$ cat src/rtl/tsu_ts_readout_arbiter_if.sv
// Bundle of handshake and bus signals for tsu_ts_readout_arbiter.
// Signal suffixes are from the arbiter's point of view (_i into it, _o out of it).
//   enable_i               arbitration enable
//   rx_ts_* / tx_ts_*      capture-queue head records (valid/data in, ready/pop out)
//   bus2ip_* / ip2bus_*    32-bit register bus (one-cycle read/write strobes)
//   int_ts_o               level interrupt while a record is held
//   drop_cnt_o             count of records discarded by timeout
// modport slave is the arbiter; modport master is whatever drives it.
interface tsu_ts_readout_arbiter_if;
  logic        enable_i;
  logic        rx_ts_valid_i;
  logic [95:0] rx_ts_data_i;
  logic        rx_ts_ready_o;
  logic        tx_ts_valid_i;
  logic [95:0] tx_ts_data_i;
  logic        tx_ts_ready_o;
  logic [31:0] bus2ip_addr_i;
  logic [31:0] bus2ip_data_i;
  logic        bus2ip_rd_ce_i;
  logic        bus2ip_wr_ce_i;
  logic [31:0] ip2bus_data_o;
  logic        int_ts_o;
  logic [15:0] drop_cnt_o;

  modport master (
    output enable_i, rx_ts_valid_i, rx_ts_data_i, tx_ts_valid_i, tx_ts_data_i,
           bus2ip_addr_i, bus2ip_data_i, bus2ip_rd_ce_i, bus2ip_wr_ce_i,
    input  rx_ts_ready_o, tx_ts_ready_o, ip2bus_data_o, int_ts_o, drop_cnt_o
  );

  modport slave (
    input  enable_i, rx_ts_valid_i, rx_ts_data_i, tx_ts_valid_i, tx_ts_data_i,
           bus2ip_addr_i, bus2ip_data_i, bus2ip_rd_ce_i, bus2ip_wr_ce_i,
    output rx_ts_ready_o, tx_ts_ready_o, ip2bus_data_o, int_ts_o, drop_cnt_o
  );
endinterface

$ cat src/rtl/tsu_ts_readout_arbiter.sv
// Shares the CPU timestamp readout path between the RX and TX capture queues.
// A round-robin grant pops one record into holding registers and raises
// int_ts_o until software writes ACK or the record times out; a one-cycle
// GAP then guarantees a visible interrupt edge between records.
// Ports:
//   bus2ip_clk    clock for all logic
//   bus2ip_rst_n  asynchronous active-low reset
//   bus           tsu_ts_readout_arbiter_if.slave (queues, register bus, irq, drop count)
// Register window (word offsets from BASE_ADDR):
//   0x00 STATUS  0x04 SEC_HI  0x08 SEC_LO  0x0C NS  0x10 SEQ  0x14 ACK  0x18 DROP_CLR
module tsu_ts_readout_arbiter #(
  parameter logic [31:0] BASE_ADDR      = 32'h0000_0100,
  parameter int unsigned TIMEOUT_CYCLES = 65535
) (
  input logic                      bus2ip_clk,
  input logic                      bus2ip_rst_n,
  tsu_ts_readout_arbiter_if.slave  bus
);

  typedef enum logic [1:0] {IDLE, HOLD, GAP} state_e;

  localparam logic [15:0] TMO_LAST = 16'(TIMEOUT_CYCLES - 1);

  state_e      state_q;
  logic [47:0] sec_q;
  logic [31:0] ns_q;
  logic [15:0] seq_q;
  logic        src_q;         // 0 = RX, 1 = TX
  logic        last_grant_q;  // resets to TX so RX wins the first tie
  logic        int_q;
  logic [15:0] tmo_cnt_q;
  logic [15:0] drop_q, drop_d;
  logic [31:0] rdata_q, rdata_d;
  logic [31:0] rd_mux;

  // Window decode: 64-byte aligned, byte offset bits [1:0] ignored.
  logic       in_win;
  logic [3:0] word;
  logic       ack_hit, clr_hit, timeout_hit;
  logic       grant_ok, grant_rx, grant_tx;
  logic       unused_bits;

  assign in_win  = (bus.bus2ip_addr_i[31:6] == BASE_ADDR[31:6]);
  assign word    = bus.bus2ip_addr_i[5:2];
  assign ack_hit = bus.bus2ip_wr_ce_i & in_win & (word == 4'h5) & bus.bus2ip_data_i[0];
  assign clr_hit = bus.bus2ip_wr_ce_i & in_win & (word == 4'h6);

  // Ack takes priority over a timeout landing in the same cycle.
  assign timeout_hit = (state_q == HOLD) & ~ack_hit & (tmo_cnt_q == TMO_LAST);

  // No pop while reset is held: the holding registers could not capture it.
  assign grant_ok = bus2ip_rst_n & (state_q == IDLE) & bus.enable_i;
  assign grant_rx = grant_ok & bus.rx_ts_valid_i & (~bus.tx_ts_valid_i | last_grant_q);
  assign grant_tx = grant_ok & bus.tx_ts_valid_i & (~bus.rx_ts_valid_i | ~last_grant_q);

  assign bus.rx_ts_ready_o = grant_rx;
  assign bus.tx_ts_ready_o = grant_tx;
  assign bus.int_ts_o      = int_q;
  assign bus.drop_cnt_o    = drop_q;
  assign bus.ip2bus_data_o = rdata_q;

  assign unused_bits = ^{bus.bus2ip_data_i[31:1], bus.bus2ip_addr_i[1:0]};

  // A DROP_CLR coinciding with a drop leaves exactly that one drop counted.
  always_comb begin
    drop_d = drop_q;
    if (clr_hit) begin
      drop_d = timeout_hit ? 16'd1 : 16'd0;
    end else if (timeout_hit && (drop_q != 16'hFFFF)) begin
      drop_d = drop_q + 16'd1;
    end
  end

  always_comb begin
    rd_mux = '0;
    case (word)
      4'h0: rd_mux = {drop_q, 12'h000, bus.tx_ts_valid_i, bus.rx_ts_valid_i,
                      src_q, (state_q == HOLD)};
      4'h1: rd_mux = {16'h0000, sec_q[47:32]};
      4'h2: rd_mux = sec_q[31:0];
      4'h3: rd_mux = ns_q;
      4'h4: rd_mux = {16'h0000, seq_q};
      default: rd_mux = '0;
    endcase
    rdata_d = (bus.bus2ip_rd_ce_i & in_win) ? rd_mux : 32'h0;
  end

  always_ff @(posedge bus2ip_clk or negedge bus2ip_rst_n) begin
    if (!bus2ip_rst_n) begin
      state_q      <= IDLE;
      sec_q        <= '0;
      ns_q         <= '0;
      seq_q        <= '0;
      src_q        <= 1'b0;
      last_grant_q <= 1'b1;
      int_q        <= 1'b0;
      tmo_cnt_q    <= '0;
      drop_q       <= '0;
      rdata_q      <= '0;
    end else begin
      drop_q  <= drop_d;
      rdata_q <= rdata_d;
      case (state_q)
        IDLE: begin
          if (grant_rx || grant_tx) begin
            state_q      <= HOLD;
            int_q        <= 1'b1;
            src_q        <= grant_tx;
            last_grant_q <= grant_tx;
            tmo_cnt_q    <= '0;
            {sec_q, ns_q, seq_q} <= grant_tx ? bus.tx_ts_data_i : bus.rx_ts_data_i;
          end
        end
        HOLD: begin
          if (ack_hit || timeout_hit) begin
            state_q <= GAP;
            int_q   <= 1'b0;
          end else begin
            tmo_cnt_q <= tmo_cnt_q + 16'd1;
          end
        end
        GAP: begin
          state_q <= IDLE;
        end
        default: begin
          state_q <= IDLE;
          int_q   <= 1'b0;
        end
      endcase
    end
  end

endmodule

$ cat src/flat_wrapper.sv
// flat-port wrapper written by rule: the top's interface ports become plain ports
module tsu_ts_readout_arbiter_flat 
#(
  parameter logic [31:0] BASE_ADDR      = 32'h0000_0100,
  parameter int unsigned TIMEOUT_CYCLES = 65535
)
  (bus2ip_clk, bus2ip_rst_n, bus_enable_i, bus_rx_ts_valid_i, bus_rx_ts_data_i, bus_tx_ts_valid_i, bus_tx_ts_data_i, bus_bus2ip_addr_i, bus_bus2ip_data_i, bus_bus2ip_rd_ce_i, bus_bus2ip_wr_ce_i, bus_rx_ts_ready_o, bus_tx_ts_ready_o, bus_ip2bus_data_o, bus_int_ts_o, bus_drop_cnt_o);
  tsu_ts_readout_arbiter_if bus_i ();
  input logic bus2ip_clk;
  input logic bus2ip_rst_n;
  input wire logic [$bits(bus_i.enable_i)-1:0] bus_enable_i;
  input wire logic [$bits(bus_i.rx_ts_valid_i)-1:0] bus_rx_ts_valid_i;
  input wire logic [$bits(bus_i.rx_ts_data_i)-1:0] bus_rx_ts_data_i;
  input wire logic [$bits(bus_i.tx_ts_valid_i)-1:0] bus_tx_ts_valid_i;
  input wire logic [$bits(bus_i.tx_ts_data_i)-1:0] bus_tx_ts_data_i;
  input wire logic [$bits(bus_i.bus2ip_addr_i)-1:0] bus_bus2ip_addr_i;
  input wire logic [$bits(bus_i.bus2ip_data_i)-1:0] bus_bus2ip_data_i;
  input wire logic [$bits(bus_i.bus2ip_rd_ce_i)-1:0] bus_bus2ip_rd_ce_i;
  input wire logic [$bits(bus_i.bus2ip_wr_ce_i)-1:0] bus_bus2ip_wr_ce_i;
  output wire logic [$bits(bus_i.rx_ts_ready_o)-1:0] bus_rx_ts_ready_o;
  output wire logic [$bits(bus_i.tx_ts_ready_o)-1:0] bus_tx_ts_ready_o;
  output wire logic [$bits(bus_i.ip2bus_data_o)-1:0] bus_ip2bus_data_o;
  output wire logic [$bits(bus_i.int_ts_o)-1:0] bus_int_ts_o;
  output wire logic [$bits(bus_i.drop_cnt_o)-1:0] bus_drop_cnt_o;
  assign bus_i.enable_i = bus_enable_i;
  assign bus_i.rx_ts_valid_i = bus_rx_ts_valid_i;
  assign bus_i.rx_ts_data_i = bus_rx_ts_data_i;
  assign bus_i.tx_ts_valid_i = bus_tx_ts_valid_i;
  assign bus_i.tx_ts_data_i = bus_tx_ts_data_i;
  assign bus_i.bus2ip_addr_i = bus_bus2ip_addr_i;
  assign bus_i.bus2ip_data_i = bus_bus2ip_data_i;
  assign bus_i.bus2ip_rd_ce_i = bus_bus2ip_rd_ce_i;
  assign bus_i.bus2ip_wr_ce_i = bus_bus2ip_wr_ce_i;
  assign bus_rx_ts_ready_o = bus_i.rx_ts_ready_o;
  assign bus_tx_ts_ready_o = bus_i.tx_ts_ready_o;
  assign bus_ip2bus_data_o = bus_i.ip2bus_data_o;
  assign bus_int_ts_o = bus_i.int_ts_o;
  assign bus_drop_cnt_o = bus_i.drop_cnt_o;
  tsu_ts_readout_arbiter #(.BASE_ADDR(BASE_ADDR), .TIMEOUT_CYCLES(TIMEOUT_CYCLES)) u_core (.bus2ip_clk(bus2ip_clk), .bus2ip_rst_n(bus2ip_rst_n), .bus(bus_i));
endmodule
$ cat config.mk
export PLATFORM = sky130hd
export DESIGN_NAME = tsu_ts_readout_arbiter_flat
export DESIGN_NICKNAME = d
export VERILOG_FILES = /design/src/rtl/tsu_ts_readout_arbiter_if.sv /design/src/rtl/tsu_ts_readout_arbiter.sv /design/src/flat_wrapper.sv
export SDC_FILE = /design/constraint.sdc
export NUM_CORES = 1
export LEC_CHECK = 0
export ABC_AREA = 1
export BUFFER_PORTS_ARGS = -buffer_cell sky130_fd_sc_hd__buf_2
export CORE_ASPECT_RATIO = 0.8
export CORE_MARGIN = 2
export CORE_UTILIZATION = 45
export DETAILED_ROUTE_END_ITERATION = 8
export GPL_ROUTABILITY_DRIVEN = 0
export GPL_TIMING_DRIVEN = 0
export PLACE_DENSITY = 0.77
export SKIP_CTS_REPAIR_TIMING = 1
export SYNTH_ARGS = -nofsm -noshare
export SYNTH_HDL_FRONTEND = slang
export SYNTH_SLANG_ARGS = --single-unit
$ cat constraint.sdc
create_clock -name bus2ip_clk -period 2.21 [get_ports bus2ip_clk]
set_input_delay 0.221 -clock bus2ip_clk [delete_from_list [all_inputs] [get_ports bus2ip_clk]]
set_output_delay 0.221 -clock bus2ip_clk [all_outputs]
set_load 0.02 [all_outputs]
==> run_results.csv <==
group,metric,value,unit
yosys,synthArstFlopShare,1.00,
global_routing,grt_pass1_wl,46.4,mm
sta,post-route-period-util,0.951,
yosys,syn_avg_cell_area,7.46,um^2
drt,antenna_left,0,
clock_network,cts_root_buffer,"clkbuf_16",
drt,first_pass_iters,7,
drt,routedWlPerCell,17.6,um
sta,finalSetupViolations,0,
die,core,18900,um^2
setup_path,crit_end,"bus_tx_ts_ready_o",
sta,fin_crit,2100,ps
clock_network,clkLatencyLatePin,440,ps
min_path,holdPathStages,3,
power_and_ir_drop,p_sw,3.17,mW
power_and_ir_drop,clockPowerShare,0.316,
power_and_ir_drop,power_frac_comb,0.207,
die,die_h,128,um
clock_network,path_clk_slew,70,ps
clock_network,cts_buffer_depth,2,
yosys,synth_edf_count,0,
final_layout,final_core_util,0.588,
power_and_ir_drop,cellInternalPower,6.66,mW
final_layout,fillers,1784,
power_and_ir_drop,switching_share,0.322,
setup_path,crit_path_start_kind,"flip-flop",
final_layout,nets,1723,
power_and_ir_drop,total_power,9.83,mW
sta,slew_headroom,0.475,
sta,finalSetupTns,0,ps
sta,final-hold-violation-count,0,
min_path,worstHoldStart,"bus_tx_ts_data_i[7]",
yosys,yosys.area.top_type_share,0.476,
setup_path,crit_family,"buffers and inverters",
status,status,"complete, no violations",
setup_path,rrSetupSlack,150,ps
yosys,yosysTopAreaCell,"dfrtp_1",
sta,finalMaxSlewViolations,0,
sta,timing.hold.ws,25.5,ps
yosys,synth_warnings,0,
setup_path,path_max_fanout,10,
min_path,hp-class,"in -> reg",
drt,vias_per_cell,5.40,
drt,drc,0,
global_routing,antenna_found_initial,1,
die,start_util,0.457,
placed_design,portBuffers,280,
die,dieArea,20300,um^2
yosys,synth_seq_cells,165,
final_layout,area_growth,28.6,%
global_routing,grt_pass1_vias,8819,
placed_design,post-dp-hpwl,23.3,mm
setup_path,crit_type,"reg -> out",
yosys,netlist_top_cells_area,"dfrtp_1, nand2_1, a31oi_1",
clock_network,cts_tree,"built",
setup_path,startpoint,"u_core.state_q[0]",
yosys,ys.flop_type,"dfrtp_1",
yosys,netlist_area,8620,um^2
yosys,synth_nets,1421,
sta,fmax,476,MHz
sta,tightest_slew,787,ps
global_routing,grt_max_degree,106,
clock_network,cts_num_sinks,165,
setup_path,r2r_end,"u_core.sec_q[29]",
setup_path,reg2regPathDepth,8,
clock_network,htreeDepth,4,
yosys,synth_cells,1155,
setup_path,crit_path_end_kind,"output port",
global_routing,grt_use_total,0.296,
final_layout,layout-drive-gt1-share,0.244,
setup_path,arrival,1880,ps
sta,skew,10.9,ps
setup_path,worstReg2RegStart,"u_core.last_grant_q",
global_routing,grt-ovfl-total,0,
drt,routed_wl,30.4,mm
setup_path,critical_path.cell_chain,"nor3_2 > nand3_2 > clkinv_4 > buf_4 > buf_2",
yosys,ys_top_cells_by_count,"nand2_1, dfrtp_1, nor2_1, a31oi_1, inv_1",
power_and_ir_drop,p_leak,5.62,nW
drt,vias,9336,
job,max-cap-violations,0,
setup_path,path_depth,5,
power_and_ir_drop,peakVddDrop,0.440,mV
yosys,ys_types,35,
clock_network,cts_buffers,17,
setup_path,required,1990,ps
yosys,ys_seq_area_frac,0.479,
setup_path,crit_buf_inv,3,
setup_path,crit_slowest_cell,"dfrtp_1",
die,core.rowCount,45,
yosys,synth.most_common_cell,"nand2_1",
sta,rsz0062_at_grt,"no",
power_and_ir_drop,p_seq_frac,0.477,
drt,first_iter_violations,986,
die,io_pins,314,
power_and_ir_drop,pwr_density_cell,887,nW/um^2
setup_path,crit_path_max_incr_delay,420,ps
die,dieWidth,159,um
cell usage in the layout, fill, tap and decap left out, types with 5 or more instances in the layout:
| cell type | instances |
|---|---|
| nor3_1 | 14 |
| clkbuf_16 | 17 |
| nand2_1 | 402 |
| nand4_1 | 15 |
| a31oi_1 | 114 |
| xor2_1 | 20 |
| nor2_1 | 158 |
| clkinv_4 | 5 |
| clkbuf_1 | 32 |
| dfrtp_1 | 163 |
| buf_4 | 13 |
| clkbuf_4 | 6 |
| a221oi_1 | 7 |
| nand3_1 | 59 |
| a41oi_1 | 7 |
| a21oi_1 | 13 |
| o21ai_1 | 7 |
| buf_2 | 288 |
| inv_1 | 80 |
worst min path at each step:
stage / to / slack (ps)
finish: u_core.seq_q[7] / 30
global route: u_core.sec_q[12] / 20
CTS: u_core.bus.drop_cnt_o[6] / -280
detailed placement: u_core.bus.drop_cnt_o[6] / 180
global placement: u_core.bus.int_ts_o / 460
floorplan: u_core.bus.drop_cnt_o[0] / -70
routing by layer:
layer | vias up | global-route usage | part of all wire
met4 | 0 | 0.0729 | 0.020
met3 | 56 | 0.0592 | 0.092
met1 | 4367 | 0.408 | 0.43
met5 | - | 0 | 0
li1 | 4388 | - | -
met2 | 525 | 0.485 | 0.46
logic make-up (layout without fill, tap and decap cells):
group                      Yosys count  in the layout  share of synthesized area
AOI/OAI and AO/OA                  155            155                      0.114
xor gates and xnor gates            23             23                     0.0234
adders and majority gates            3              3                    0.00436
buffers and inverters              148            463                     0.0714
DFF                                165            165                      0.479
other                                0              1                          0
and+or+nand+nor                    661            661                      0.308
through the flow:
stage | std cells | worst slack, ps | instance area [um^2]
finish | 1729 | 107 | 11100
global route | 1728 | 18.7 | 11100
CTS | 1726 | -514 | 11000
detailed placement | 1694 | -578 | 10400
global placement | 1693 | -3110 | 10300
floorplan | 1155 | 42.9 | 8620
registers in the layout (all words and copies together) (netlist names):
name                      cells
u_core.sec_q                 48
u_core.bus.ip2bus_data_o     32
u_core.ns_q                  32
u_core.bus.drop_cnt_o        16
u_core.seq_q                 16
u_core.tmo_cnt_q             16
u_core.state_q                2
u_core.bus.int_ts_o           1
u_core.last_grant_q           1
u_core.src_q                  1
layout make-up:
cell class | instances | area (um^2) | area share
sequential | 165 | 4130 | 0.373
inverter | 84 | 320 | 0.0289
timing repair buffer | 284 | 1480 | 0.134
clock inverter | 13 | 163 | 0.0147
buffer | 63 | 320 | 0.0289
tap | 258 | 323 | 0.0291
antenna | 1 | 2.50 | 0.000226
clock buffer | 19 | 453 | 0.0409
multi-input combinational | 842 | 3890 | 0.351
worst reg2reg max path: stages (launching register included):
cell and delay [ps]:
dfstp_2 540, o21ai_2 80, nand3_2 160, clkinv_4 170, nor2_2 290, inv_2 70
buf_2 220, clkbuf_4 250, a31oi_1 200
power by group through the flow:
| stage | clock [mW] | combinational [mW] | sequential (mW) |
|---|---|---|---|
| after floorplan | 0 | 1.36 | 4.46 |
| after global placement | 0 | 1.94 | 4.68 |
| after detailed placement | 0 | 2.02 | 4.71 |
| after CTS | 3.11 | 2.02 | 4.66 |
| after global routing | 3.26 | 2.31 | 4.77 |
| final | 3.10 | 2.04 | 4.68 |
Note: power is estimated with default switching activity, not from simulation.
